**config.mk**
```make
export PLATFORM = sky130hd
export DESIGN_NAME = clock_divider_multi
export DESIGN_NICKNAME = d
export VERILOG_FILES = /design/src/rtl/clkdiv_pkg.sv /design/src/rtl/clkdiv_channel.sv /design/src/rtl/clock_divider_multi.sv
export SDC_FILE = /design/constraint.sdc
export NUM_CORES = 1
export LEC_CHECK = 0
export CAP_MARGIN = 20
export CORE_MARGIN = 2
export CORE_UTILIZATION = 37
export DETAILED_ROUTE_END_ITERATION = 10
export GPL_TIMING_DRIVEN = 0
export PLACE_DENSITY = 0.53
export SLEW_MARGIN = 5
export SYNTH_ARGS = -nofsm -noshare
export SYNTH_HDL_FRONTEND = slang
export SYNTH_HIERARCHICAL = 1
export SYNTH_SLANG_ARGS = --single-unit
```
**constraint.sdc**
```tcl
create_clock -name i_clk_in -period 7.7 [get_ports i_clk_in]
set_input_delay 1.155 -clock i_clk_in [delete_from_list [all_inputs] [get_ports i_clk_in]]
set_output_delay 1.155 -clock i_clk_in [all_outputs]
set_load 0.02 [all_outputs]
```
**src/rtl/clkdiv_pkg.sv**
```systemverilog
// rtl/clkdiv_pkg.sv - shared constants, config type and operand clamp for clock_divider_multi
package clkdiv_pkg;

  localparam int DEFAULT_DIV  = 500;
  localparam int DEFAULT_HIGH = 250;

  // Widest counter any instance may use; channels truncate to their own CNT_W.
  localparam int MAX_CNT_W = 64;

  typedef struct packed {
    logic [MAX_CNT_W-1:0] div;
    logic [MAX_CNT_W-1:0] high;
  } chan_cfg_t;

  // Divisor is at least 2 and high time at most one less than the divisor,
  // so a clamped pair always produces both a high and a low phase (unless high=0).
  function automatic chan_cfg_t clamp_cfg(input logic [MAX_CNT_W-1:0] div,
                                          input logic [MAX_CNT_W-1:0] high);
    chan_cfg_t c;
    c.div  = (div < 64'd2) ? 64'd2 : div;
    c.high = (high > c.div - 64'd1) ? c.div - 64'd1 : high;
    return c;
  endfunction

endpackage

```
**src/rtl/clkdiv_channel.sv**
```systemverilog
// rtl/clkdiv_channel.sv - one divider channel: counter, shadow config and registered outputs
module clkdiv_channel
  import clkdiv_pkg::*;
#(
  parameter int CNT_W    = 32,
  parameter int DEF_DIV  = 500,
  parameter int DEF_HIGH = 250
) (
  input  logic             i_clk,
  input  logic             i_rst,
  input  logic             i_en,
  input  logic             i_load,
  input  logic             i_align,
  input  logic [CNT_W-1:0] i_div,
  input  logic [CNT_W-1:0] i_high,
  output logic             o_pending,
  output logic             o_clk,
  output logic             o_tick
);

  localparam chan_cfg_t        RST_CFG  = clamp_cfg(MAX_CNT_W'(DEF_DIV), MAX_CNT_W'(DEF_HIGH));
  localparam logic [CNT_W-1:0] RST_DIV  = CNT_W'(RST_CFG.div);
  localparam logic [CNT_W-1:0] RST_HIGH = CNT_W'(RST_CFG.high);
  localparam logic [CNT_W-1:0] ONE      = CNT_W'(1);

  logic [CNT_W-1:0] r_count;
  logic [CNT_W-1:0] r_div;
  logic [CNT_W-1:0] r_high;
  logic [CNT_W-1:0] r_sh_div;
  logic [CNT_W-1:0] r_sh_high;
  logic             r_pending;
  logic             r_clk;
  logic             r_tick;

  chan_cfg_t        w_ld;
  logic             w_wrap;
  logic             w_apply;

  assign w_ld    = clamp_cfg(MAX_CNT_W'(i_div), MAX_CNT_W'(i_high));
  assign w_wrap  = (r_count == r_div - ONE);
  // A running channel only swaps config on a wrap so the current period is never cut short.
  assign w_apply = r_pending & (i_align | ~i_en | w_wrap);

  // Counter and active config: wrap, apply pending update, or forced alignment to zero.
  always_ff @(posedge i_clk) begin
    if (i_rst) begin
      r_count <= '0;
      r_div   <= RST_DIV;
      r_high  <= RST_HIGH;
    end else begin
      if (w_apply) begin
        r_div  <= r_sh_div;
        r_high <= r_sh_high;
      end
      if (i_align || w_apply) begin
        r_count <= '0;
      end else if (i_en) begin
        r_count <= w_wrap ? '0 : r_count + ONE;
      end
    end
  end

  // Shadow registers capture a clamped request; apply releases the slot.
  always_ff @(posedge i_clk) begin
    if (i_rst) begin
      r_pending <= 1'b0;
      r_sh_div  <= RST_DIV;
      r_sh_high <= RST_HIGH;
    end else if (i_load) begin
      r_pending <= 1'b1;
      r_sh_div  <= CNT_W'(w_ld.div);
      r_sh_high <= CNT_W'(w_ld.high);
    end else if (w_apply) begin
      r_pending <= 1'b0;
    end
  end

  // Registered divided clock and tick; a disabled channel freezes its clock and silences tick.
  always_ff @(posedge i_clk) begin
    if (i_rst) begin
      r_clk  <= 1'b0;
      r_tick <= 1'b0;
    end else if (i_en) begin
      r_clk  <= (r_count < r_high);
      r_tick <= (r_count == '0);
    end else begin
      r_tick <= 1'b0;
    end
  end

  assign o_pending = r_pending;
  assign o_clk     = r_clk;
  assign o_tick    = r_tick;

endmodule

```
**src/rtl/clock_divider_multi.sv**
```systemverilog
// rtl/clock_divider_multi.sv - multi-channel programmable clock divider (optional CLKDIV_PHASE_ALIGN_EN)
module clock_divider_multi #(
  parameter int  NUM_CH       = 2,
  parameter int  CNT_W        = 32,
  parameter int  DEFAULT_DIV  = clkdiv_pkg::DEFAULT_DIV,
  parameter int  DEFAULT_HIGH = clkdiv_pkg::DEFAULT_HIGH,
  localparam int CH_W         = (NUM_CH > 1) ? $clog2(NUM_CH) : 1
) (
  input  logic              i_clk_in,
  input  logic              i_rst,
  input  logic [NUM_CH-1:0] i_en,
  input  logic              i_cfg_valid,
  output logic              o_cfg_ready,
  input  logic [CH_W-1:0]   i_cfg_ch,
  input  logic [CNT_W-1:0]  i_cfg_div,
  input  logic [CNT_W-1:0]  i_cfg_high,
`ifdef CLKDIV_PHASE_ALIGN_EN
  input  logic              i_align_req,
`endif
  output logic [NUM_CH-1:0] o_clk_out,
  output logic [NUM_CH-1:0] o_tick
);

  localparam int SLOTS = 1 << CH_W;

  logic [NUM_CH-1:0] w_pending;
  logic [NUM_CH-1:0] w_load;
  logic [SLOTS-1:0]  w_ready_slot;
  logic              w_align;

`ifdef CLKDIV_PHASE_ALIGN_EN
  assign w_align = i_align_req;
`else
  assign w_align = 1'b0;
`endif

  // Ready per address slot; slots past NUM_CH stay ready so stray writes are swallowed.
  always_comb begin
    w_ready_slot = '1;
    for (int i = 0; i < NUM_CH; i++) begin
      w_ready_slot[i] = ~w_pending[i];
    end
  end

  assign o_cfg_ready = w_ready_slot[i_cfg_ch];

  // Decode an accepted transfer onto the addressed channel's load strobe.
  always_comb begin
    w_load = '0;
    for (int i = 0; i < NUM_CH; i++) begin
      w_load[i] = i_cfg_valid & o_cfg_ready & (i_cfg_ch == CH_W'(i));
    end
  end

  for (genvar g = 0; g < NUM_CH; g++) begin : g_ch
    clkdiv_channel #(
      .CNT_W   (CNT_W),
      .DEF_DIV (DEFAULT_DIV),
      .DEF_HIGH(DEFAULT_HIGH)
    ) u_ch (
      .i_clk    (i_clk_in),
      .i_rst    (i_rst),
      .i_en     (i_en[g]),
      .i_load   (w_load[g]),
      .i_align  (w_align),
      .i_div    (i_cfg_div),
      .i_high   (i_cfg_high),
      .o_pending(w_pending[g]),
      .o_clk    (o_clk_out[g]),
      .o_tick   (o_tick[g])
    );
  end

endmodule

```
# Yosys cells after proc, flatten, opt, wreduce, memory -nomap -nowiden
# Cells that the tools add are included.
# totals
ff_bits	326
latch_bits	0
mem_bits_rw	0
mem_bits_ro	0
in_bits	70
output_inout_bits	5
mem_count	0
# op_classes
n_addsub	5
n_mul	0
n_div	0
n_lt_le_gt_ge	5
eq_ne	2
shift	0
mux	10
n_bitwise	12
reduce_logical	8
# ops
cell	n
32-bit two-way mux	4
32-bit by 1-bit adder with 32-bit output (second input constant)	2
32-bit == test	2
32-bit by 64-bit greater-than comparator with 1-bit output	1
32-bit logical NOT	2
32-bit < comparator	2
32-bit by 1-bit subtractor with 32-bit output (second input constant)	2
32-bit by 1-bit subtractor with 33-bit output (second input constant)	1
32-bit by 2-bit < comparator with 1-bit output (second input constant)	1
2-bit OR reduction	4
1-bit two-way mux	6
1-bit bitwise AND	5
1-bit inverter	5
2-bit nonzero test	2
1-bit by 2-bit < comparator with 1-bit output (second input constant)	1
1-bit OR	2

# Logic depth before layout (Yosys ltp)
# Gate-level depths: netlist of the first run.
# depth
ltp_word	6
mapped_depth	24
mapped_depth_nobuf	21

# By module
# Netlist of the first run, hierarchy kept.
# by_module_without_submodules
module	n_inst	cells_per_inst	area_each_um2	seq_area_each_um2
clkdiv_channel at g_ch[0].u_ch	1	1241	10236.1	3263.1
clkdiv_channel at g_ch[1].u_ch	1	1234	10182.3	3263.1
clock_divider_multi	1	4	30.0	0.0

# Least setup slack after synthesis of the first run
# OpenSTA, ideal clock, no wires.
# synth_timing
path_type	input-to-reg
from	input i_cfg_div[15]
to	register g_ch[0].u_ch.r_sh_high[26]
setup_ns	0.106
arrival_time_ns	6.545
slack_ns	1.049
path_stages	20
n_path_buf	2
cell_sequence	or4_4 or4b_4 buf_6 nor3_1 nand2b_1 ha_1 nor3b_1 nand2_1 or4b_1 nor3b_1 nand3_1 xor2_1 ha_1 nand4_1 nor3_1 nand3_1 o211a_1 clkbuf_1 or4_1 o311ai_0
# synth_between
elab_chain_cells	5
# synth_rtl
item	line_no	text
start: declaration	clock_divider_multi.sv:15	input logic [CNT_W-1:0] i_cfg_div,
32-bit by 2-bit < comparator with 1-bit output	clkdiv_pkg.sv:20	c.div = (div < 64'd2) ? 64'd2 : div;
32-bit two-way mux *	clkdiv_pkg.sv:20	
32-bit by 1-bit subtractor with 33-bit output *	clkdiv_pkg.sv:21	c.high = (high > c.div - 64'd1) ? c.div - 64'd1 : high;
32-bit by 64-bit greater-than comparator with 1-bit output	clkdiv_pkg.sv:21	
32-bit two-way mux *	clkdiv_pkg.sv:21	
end signal: assignment	clkdiv_channel.sv:72	r_sh_high <= CNT_W'(w_ld.high);
end: declaration	clkdiv_channel.sv:30	logic [CNT_W-1:0] r_sh_high;
# Every way passes the cells marked *; elsewhere a longest branch is shown, timed or not.
# A chain may end at the register's enable or synchronous reset.

# Worst setup path in the final report of the first run
# layout_timing
from	input i_cfg_div[14]
to	register g_ch[0].u_ch.r_sh_high[30]
# Same word-level chain as after synthesis.

==> impl_metrics.toml, run 1 <==
[outcome]
status = "completed"

[global_routing]
grt_start_max_net_pins = 13
grt-ovfl-total = 0
track_usage = 0.242
grt_pass1_vias = 18301
grt_pass1_wl_um = 106000
antenna_found_initial = 1

[cells_and_area]
area_delta_synth_final_pct = 14.2
fin_nets = 2802
diodes = 0
layout.cells.non_filler = 3329
drive_gt1_frac = 0.0427

[drt]
drt_iter0_drc = 1411
drt-total-wl_um = 69900
ant_nets = 0
routedWlPerCell_um = 21.0
dr.pass1.iters = 5
drc = 0
vias = 18670
drt-vias-per-instance = 5.61

[logic_synthesis]
synth-main-ff-cell = "dfxtp_1"
netlist.area_leader.share = 0.319
syn_area_per_cell_um2 = 8.25
ys_ff_latch = 326
yosysUniqueCellTypes = 82
synth_cells = 2479
synth_most_common_cell = "nand2_1"
yosys-top-cells-count = "348 x nand2_1, 326 x dfxtp_1, 222 x nor2_1, 192 x mux2i_1, 141 x clkbuf_1"
ys_seq_area_frac = 0.319
synthArstFlopShare = 0
synthesis.yosys.warnings = 6
syn_area_um2 = 20400
synthTopCellsByArea = "dfxtp_1 32%, mux2i_1 9.4%, ha_1 8.2%"
synth_edf_count = 0
yosysTopAreaCell = "dfxtp_1"

[clocking]
cts_tree = "done"
insertion_delay_ps = 550
clkSinkCount = 326
cts_setup_buffers = 0
cts-root-buf = "clkbuf_16"
cts_buffers = 39
clkTransAtPathRegs_ps = 50
clockBufferDepth = 3
hold_buffers = 0
h-tree-depth = 2

[timing]
rsz0062_at_grt = "no"
finalSetupViolCount = 0
hold_viol = 0
worst_pin_slew_ps = 910
maxSlewViolCount = 0
fin_worst_skew_ps = 23.2
fin_ws_ps = 293
max_freq_ghz = 0.135
slew_headroom = 0.394
min_period_ps = 7410
fin_hold_ws_ps = 454
finalCritPeriodShare = 0.962

[place]
dp_slack_ps = -1380
gp_congestion = 0.915
io_buffers = 71
place_inst = 3261
post-dp-hpwl_um = 55800

[power_and_ir_drop]
combPwrFrac = 0.126
irDropWorstVdd_uv = 102
p_int_uw = 2990
power_density_nw_per_um2 = 175
power_frac_seq = 0.433
pwr-share-clk = 0.441
swShare = 0.269
p_leak_uw = 0.00827
p_switching_uw = 1100
total_power_uw = 4090

[critical_path]
slowest_delay_ps = 640
cp.arrival_ps = 7820
slowest_stage = "or4b_1"
cp-start-kind = "primary input"
critical_path_buf_inv_count = 3
crit_fanout = 11
cpLargestDelayFamily = "simple AND/OR/NAND/NOR gates"
crit_chain = "dlygate4sd2_1 -> or4_4 -> or4b_4 -> buf_6 -> nor3_4 -> nand2b_1 -> ha_1 -> nor3b_2 -> nand2_1 -> or4b_1 -> nor3b_2 -> nand3_1 -> xor2_1 -> ha_1 -> nand4_1 -> nor3_1 -> nand3_1 -> o211a_1 -> clkbuf_1 -> or4_1 -> o311ai_0"
endpoint_kind = "register"
path_class = "primary input to register"
worstPathRequired_ps = 8110

[floorplanning]
initial_core_util = 0.373
dieArea_um2 = 57200
io_pins = 75
core_area_um2 = 54900
std_cell_rows = 86
dieHeight_um = 239
fp.dieW_um = 239

[flow_run]
drv_cap = 0

[worst_hold_path]
hold_path_class = "register to register"
-- layer usage --
layer / track usage / up-vias / share of wire
met3: 0.0503 / 93 / 0.073
met4: 0.0606 / 2 / 0.021
met1: 0.345 / 8941 / 0.48
met2: 0.370 / 537 / 0.42
li1: - / 9097 / -
met5: 0 / - / 0.00017
-- cells in the final DEF, fill, tap and decap left out, types with 7 or more instances in the layout --
cell,instances
nand2_1,348
dfxtp_1,326
nor2_1,221
mux2i_1,192
clkbuf_1,154
ha_1,134
xnor2_1,121
inv_1,93
nand3_1,92
xor2_1,75
or4_1,66
nor3_1,64
clkdlybuf4s50_1,61
nand4_1,59
nor4_1,53
a21oi_1,49
a21o_1,46
o311ai_0,45
a211oi_1,44
clkbuf_16,41
o21ai_0,38
or3_1,22
nand2b_1,17
and3_1,15
buf_6,13
o211ai_1,12
buf_1,11
nor2b_1,11
a31oi_1,10
nor4b_1,9
clkinv_2,8
conb_1,8
nand4b_1,7
o311ai_1,7
and2_1,7
buf_2,7
dlymetal6s2s_1,7
-- area by class of cell --
class | instances | area [µm²]
well taps | 704 | 881
fillers | 5555 | 31500
clock inverters | 11 | 109
clock buffers | 57 | 1120
inverters | 93 | 349
repair buffers | 71 | 724
plain buffers | 174 | 764
flip-flops and latches | 326 | 6530
multi-input cells | 1893 | 12900
-- cell families after synthesis --
group | synth area share
AND/OR/NAND/NOR | 0.254
AO/OA/AOI/OAI | 0.111
multiplexers | 0.0951
buffers and inverters | 0.0545
flip-flops | 0.319
other | 0.000183
XOR/XNOR | 0.0840
adder cells (fa/ha/maj) | 0.0820
-- final timing paths --
check	from	to	slack, ps	depth (start not counted)
setup / recovery	i_cfg_div[14]	g_ch[0].u_ch/r_sh_high[30]$_SDFFE_PP0P_	290	21
hold / removal	g_ch[1].u_ch/r_high[31]$_SDFFE_PP0P_	g_ch[1].u_ch/r_high[31]$_SDFFE_PP0P_	450	2
setup reg to reg	g_ch[0].u_ch/r_div[0]$_SDFFE_PP0P_	g_ch[0].u_ch/r_div[30]$_SDFFE_PP0P_	3660	12
hold reg to reg	g_ch[1].u_ch/r_high[31]$_SDFFE_PP0P_	g_ch[1].u_ch/r_high[31]$_SDFFE_PP0P_	450	2
-- state kept, by name, summed over array words and instances, names as in the netlist --
| signal | flops |
|---|---|
| g_ch.u_ch/r_div | 64 |
| g_ch.u_ch/o_pending | 2 |
| g_ch.u_ch/o_tick | 2 |
| g_ch.u_ch/r_sh_div | 64 |
| g_ch.u_ch/o_clk | 2 |
| g_ch.u_ch/r_sh_high | 64 |
| g_ch.u_ch/r_count | 64 |
| g_ch.u_ch/r_high | 64 |
-- worst min-delay path, cell delays in order, from the launching register on --
cell,delay [ps]
dfxtp_1,300
nand2_1,50
mux2i_1,50
-- through the flow --
step                area (µm²)   util  TNS [ps]
global route             23300  0.425         0
CTS                      23300  0.425         0
global placement         22100  0.402    -48230
finish                   23300  0.425         0
detailed placement       22100  0.402    -52870
floorplan                20500      -         0
-- repair_timing --
action / 4_1_cts / 5_1_grt
cloned: 0 / 0
endpoints found under the setup margin: 35 / 63
gates resized for setup: 8 / 11
-- power groups by stage --
stage	Combinational, µW	Sequential [µW]	Clock [µW]
2_1_floorplan	302	1800	0
3_3_place_gp	496	1810	0
3_5_place_dp	505	1810	0
4_1_cts	507	1770	1840
5_1_grt	559	1780	1910
6_report	513	1770	1800
Note: power is estimated with default switching activity, not from simulation.
==> run 2, diff against run 1 <==
--- a/config.mk
+++ b/config.mk
@@ -6,6 +6,7 @@
 export NUM_CORES = 1
 export LEC_CHECK = 0
 export CAP_MARGIN = 20
+export CORE_ASPECT_RATIO = 1.4
 export CORE_MARGIN = 2
 export CORE_UTILIZATION = 37
 export DETAILED_ROUTE_END_ITERATION = 10
==> impl_metrics.toml, run 2 (synthesis gave the netlist of run 1 again) <==
[outcome]
status = "completed"

[critical_path]
reg2reg_slack_ps = 3250
cp.arrival_ps = 7950
slowest_stage = "clkdlybuf4s50_1"
endpoint_kind = "register"
worstPathRequired_ps = 8130
r2r_end = "g_ch[0].u_ch/r_high[19]$_SDFFE_PP0P_"
critical_path_buf_inv_count = 2
cp-start-kind = "primary input"
rr_worst_depth = 12
slowest_delay_ps = 700
cpLargestDelayFamily = "simple AND/OR/NAND/NOR gates"
path_class = "primary input to register"
crit_fanout = 10
crit_chain = "clkdlybuf4s50_1 -> or3_1 -> nand4b_1 -> nor3_4 -> nand2b_1 -> ha_1 -> nor3b_2 -> nand2_1 -> or4b_4 -> nor3_1 -> xnor2_1 -> ha_1 -> a21o_1 -> a21o_1 -> a21oi_1 -> o21ai_0 -> a221oi_2 -> o211a_1 -> nor2_2 -> clkbuf_2 -> o311ai_0"
reg2reg_from = "g_ch[0].u_ch/r_div[0]$_SDFFE_PP0P_"

[power_and_ir_drop]
p_leak_uw = 0.00839
total_power_uw = 4190
irDropWorstVdd_uv = 137
power_density_nw_per_um2 = 178

[timing]
hold_viol = 0
slew_headroom = 0.257
min_period_ps = 7520
setup_tns_ps = 0
maxSlewViolCount = 0
max_freq_ghz = 0.133
fin_worst_skew_ps = 7.84
finalSetupViolCount = 0
rsz0062_at_grt = "no"
fin_ws_ps = 180
finalCritPeriodShare = 0.977
worst_pin_slew_ps = 1110

[drt]
routedWlPerCell_um = 21.0
drc = 0
ant_nets = 0
dr.pass1.iters = 5
drt-total-wl_um = 70700
drt_iter0_drc = 800
vias = 18205
drt-vias-per-instance = 5.42

[flow_run]
drv_cap = 0

[global_routing]
grt_pass1_vias = 18722
track_usage = 0.244
grt_start_max_net_pins = 13
grt-ovfl-total = 0
grt_pass1_wl_um = 107000
antenna_found_initial = 6

[cells_and_area]
final_common_cell = "nand2_1"
drive_gt1_frac = 0.0514
layout_common_cells = "347 x nand2_1, 326 x dfxtp_1, 221 x nor2_1"
area_delta_synth_final_pct = 15.1
final_util = 0.428
fin_nets = 2805
final.fill_count = 5583

[clocking]
clkSinkCount = 326
cts-root-buf = "clkbuf_16"
clockBufferDepth = 3
cts_tree = "done"
insertion_delay_ps = 560
h-tree-depth = 2
clkTransAtPathRegs_ps = 60
cts_buffers = 39
hold_buffers = 0

[place]
post-dp-hpwl_um = 57200
dp_slack_ps = -2300
gp_congestion = 0.931
io_buffers = 71

[worst_hold_path]
hold_path_class = "register to register"
hold_depth = 2
holdPathEnd = "g_ch[1].u_ch/r_high[10]$_SDFFE_PP0P_"
min_from = "g_ch[1].u_ch/r_high[10]$_SDFFE_PP0P_"

[floorplanning]
initial_core_util = 0.372
dieHeight_um = 282
dieArea_um2 = 57200
std_cell_rows = 102
fp.dieW_um = 203
core_area_um2 = 55000
io_pins = 75
run 2: layout make-up:
| class | count | area [µm²] | area share |
|---|---|---|---|
| antenna | 2 | 5.00 | 0.000213 |
| buffer | 174 | 772 | 0.0328 |
| clock buffer | 52 | 1080 | 0.0461 |
| clock inverter | 17 | 205 | 0.00872 |
| inverter | 93 | 349 | 0.0148 |
| multi-input combinational | 1893 | 12900 | 0.550 |
| sequential | 326 | 6530 | 0.277 |
| tap | 728 | 911 | 0.0387 |
| timing repair buffer | 74 | 742 | 0.0315 |
run 2: worst max path at each step:
stage          slack, ps                                 endpoint     startpoint  cells past startpoint
2_1_floorplan       1050  g_ch[0].u_ch/r_sh_high[26]$_SDFFE_PP0P_  i_cfg_div[15]                     20
3_3_place_gp       -2080  g_ch[0].u_ch/r_sh_high[28]$_SDFFE_PP0P_  i_cfg_div[15]                     21
3_5_place_dp       -2300  g_ch[0].u_ch/r_sh_high[12]$_SDFFE_PP0P_  i_cfg_div[15]                     21
4_1_cts               10  g_ch[0].u_ch/r_sh_high[12]$_SDFFE_PP0P_  i_cfg_div[15]                     22
5_1_grt               30  g_ch[0].u_ch/r_sh_high[12]$_SDFFE_PP0P_   i_cfg_div[2]                     21
6_report             180  g_ch[0].u_ch/r_sh_high[12]$_SDFFE_PP0P_   i_cfg_div[2]                     21
run 2: worst min-delay path: stages, from the launching register on:
cell	delay, ps
dfxtp_1	310
nand2_1	50
mux2i_1	50
run 2: repair_timing:
action                     CTS  global route
buffers inserted             1             2
setup endpoints to repair   64            62
pin swaps                    2             2
gates resized for setup     27             7
run 2: layer usage:
metal	wire length (µm)	GRT usage	vias up	part of all wire
met3	2360	0.0343	194	0.033
met4	5010	0.161	10	0.071
li1	-	-	9081	-
met1	25600	0.239	8512	0.36
met5	69	0	-	0.00098
met2	37600	0.474	408	0.53
run 2: stage by stage:
step / cells / instance area (µm²) / hold slack, ps
2_1_floorplan: 2486 / 20500 / 434
3_3_place_gp: 3285 / 22100 / 448
3_5_place_dp: 3285 / 22100 / 449
4_1_cts: 3355 / 23500 / 458
5_1_grt: 3358 / 23500 / 466
6_report: 3359 / 23500 / 454
run 2: report_power, final:
group          internal [µW]  switching, µW
clock network           1130            770
logic                    185            334
registers               1740           34.0
total                   3050           1140
==> run 3, diff against run 2 <==
--- a/config.mk
+++ b/config.mk
@@ -12,6 +12,7 @@
 export DETAILED_ROUTE_END_ITERATION = 10
 export GPL_TIMING_DRIVEN = 0
 export PLACE_DENSITY = 0.53
+export RECOVER_POWER = 25
 export SLEW_MARGIN = 5
 export SYNTH_ARGS = -nofsm -noshare
 export SYNTH_HDL_FRONTEND = slang
==> impl_metrics.toml, run 3 (synthesis gave the netlist of run 1 again) <==
[cells_and_area]
multi_input_area_um2 = 12900
regArea_um2 = 6530
fin_nets = 2805
final_common_cell = "nand2_1"
layout_common_cells = "347 x nand2_1, 326 x dfxtp_1, 221 x nor2_1"
fin_area_um2 = 23500
area_delta_synth_final_pct = 15.1
final.fill_count = 5587
drive_gt1_frac = 0.0506

[clocking]
clockBufferDepth = 3
clkSinkCount = 326
cts_tree = "done"
cts_buffers = 39
insertion_delay_ps = 570
h-tree-depth = 2
clkTransAtPathRegs_ps = 60
cts-root-buf = "clkbuf_16"

[critical_path]
endpoint_kind = "register"
rr_worst_depth = 12
cp-start-kind = "primary input"
worstPathRequired_ps = 8130
slowest_stage = "dlygate4sd3_1"
path_class = "primary input to register"
crit_fanout = 10
reg2reg_slack_ps = 3050
slowest_delay_ps = 760
cp.arrival_ps = 7960
crit_chain = "dlygate4sd3_1 -> or3_1 -> nand4b_1 -> nor3_4 -> nand2b_1 -> ha_1 -> nor3b_2 -> nand2_1 -> or4b_4 -> nor3_1 -> xnor2_1 -> ha_1 -> a21o_1 -> a21o_1 -> a21oi_1 -> o21ai_0 -> a221oi_2 -> o211a_1 -> nor2_2 -> clkbuf_2 -> o311ai_0"

[place]
post-dp-hpwl_um = 57200
placed_cell_area_um2 = 22100
gp_congestion = 0.931
io_buffers = 71

[drt]
vias = 18184
drt-vias-per-instance = 5.41
routedWlPerCell_um = 21.0
drt_iter0_drc = 838
drc = 0
drt-total-wl_um = 70700
ant_nets = 0
dr.pass1.iters = 6

[global_routing]
antenna_found_initial = 6
track_usage = 0.244
grt_pass1_vias = 18722
grt-ovfl-total = 0
grt_start_max_net_pins = 13
grt_pass1_wl_um = 107000

[timing]
finalCritPeriodShare = 0.979
rsz0062_at_grt = "no"
slew_headroom = 0.105
max_freq_ghz = 0.133
maxSlewViolCount = 0
finalSetupViolCount = 0
worst_pin_slew_ps = 1320
fin_hold_ws_ps = 454
hold_viol = 0
fin_worst_skew_ps = 11.4
min_period_ps = 7540

[power_and_ir_drop]
irDropWorstVdd_uv = 137
p_leak_uw = 0.00839
power_density_nw_per_um2 = 178

[floorplanning]
io_pins = 75
initial_core_util = 0.372
core_area_um2 = 55000
fp.dieW_um = 203
dieHeight_um = 282
dieArea_um2 = 57200
std_cell_rows = 102

[flow_run]
drv_cap = 0

[outcome]
status = "completed"

[worst_hold_path]
hold_depth = 2
hold_path_class = "register to register"
## run 3: changes by cell type in the layout (fill, tap and decap cells not counted), moves of 2 or more
cell / change
o21ai_1: -2
o21ai_0: +2
dlygate4sd3_1: +7
clkdlybuf4s50_1: -7
clkbuf_1: +6
buf_1: -5
## run 3: critical path, delay by kind of cell
family	cells	cell delay, ps
xor gates and xnor gates	1	130
AOI/OAI and AO/OA	7	1930
adders and majority gates	2	490
and+or+nand+nor	9	3260
buffers and inverters	2	990
## run 3: what timing repair did
item                                   in CTS  in global routing
gates resized for setup                    27                  7
setup endpoints to repair                  64                 62
hold buffers                                0                  0
pin swaps                                   2                  2
endpoints found under the hold margin       0                  0
buffers inserted                            1                  2
## run 3: where the power goes
| part | total [µW] | switching [µW] | internal [µW] |
|---|---|---|---|
| combinational | 517 | 333 | 184 |
| sequential | 1770 | 33.9 | 1740 |
| clock | 1900 | 770 | 1130 |
## run 3: final timing paths
path,start,end
hold reg to reg,g_ch[1].u_ch/r_high[10]$_SDFFE_PP0P_,g_ch[1].u_ch/r_high[10]$_SDFFE_PP0P_
hold / removal,g_ch[1].u_ch/r_high[10]$_SDFFE_PP0P_,g_ch[1].u_ch/r_high[10]$_SDFFE_PP0P_
setup reg to reg,g_ch[0].u_ch/r_div[0]$_SDFFE_PP0P_,g_ch[0].u_ch/r_count[3]$_SDFFE_PP0P_
setup / recovery,i_cfg_div[2],g_ch[0].u_ch/r_sh_high[12]$_SDFFE_PP0P_
## run 3: metrics by stage
stage | TNS (ps) | total power (µW) | std cells | util | setup WS, ps
CTS | 0 | 4230 | 3355 | 0.427 | 11.7
floorplan | 0 | 2100 | 2486 | - | 1050
global placement | -120920 | 2310 | 3285 | 0.402 | -2080
global route | 0 | 4340 | 3358 | 0.428 | 36.5
finish | 0 | 4190 | 3359 | 0.428 | 163
detailed placement | -128320 | 2320 | 3285 | 0.402 | -2300
## run 3: cell type report
cell class	count	share of cell area
clock buffers	52	0.0461
flip-flops and latches	326	0.277
clock inverters	17	0.00872
repair buffers	74	0.0315
inverters	93	0.0148
well taps	728	0.0387
diodes	2	0.000213
multi-input cells	1893	0.550
plain buffers	174	0.0327
## run 3: layer usage
metal / part of all wire / vias to the layer above / track usage
li1: - / 9085 / -
met1: 0.36 / 8506 / 0.239
met2: 0.53 / 398 / 0.474
met3: 0.032 / 185 / 0.0343
met4: 0.069 / 10 / 0.161
met5: 0.00098 / - / 0
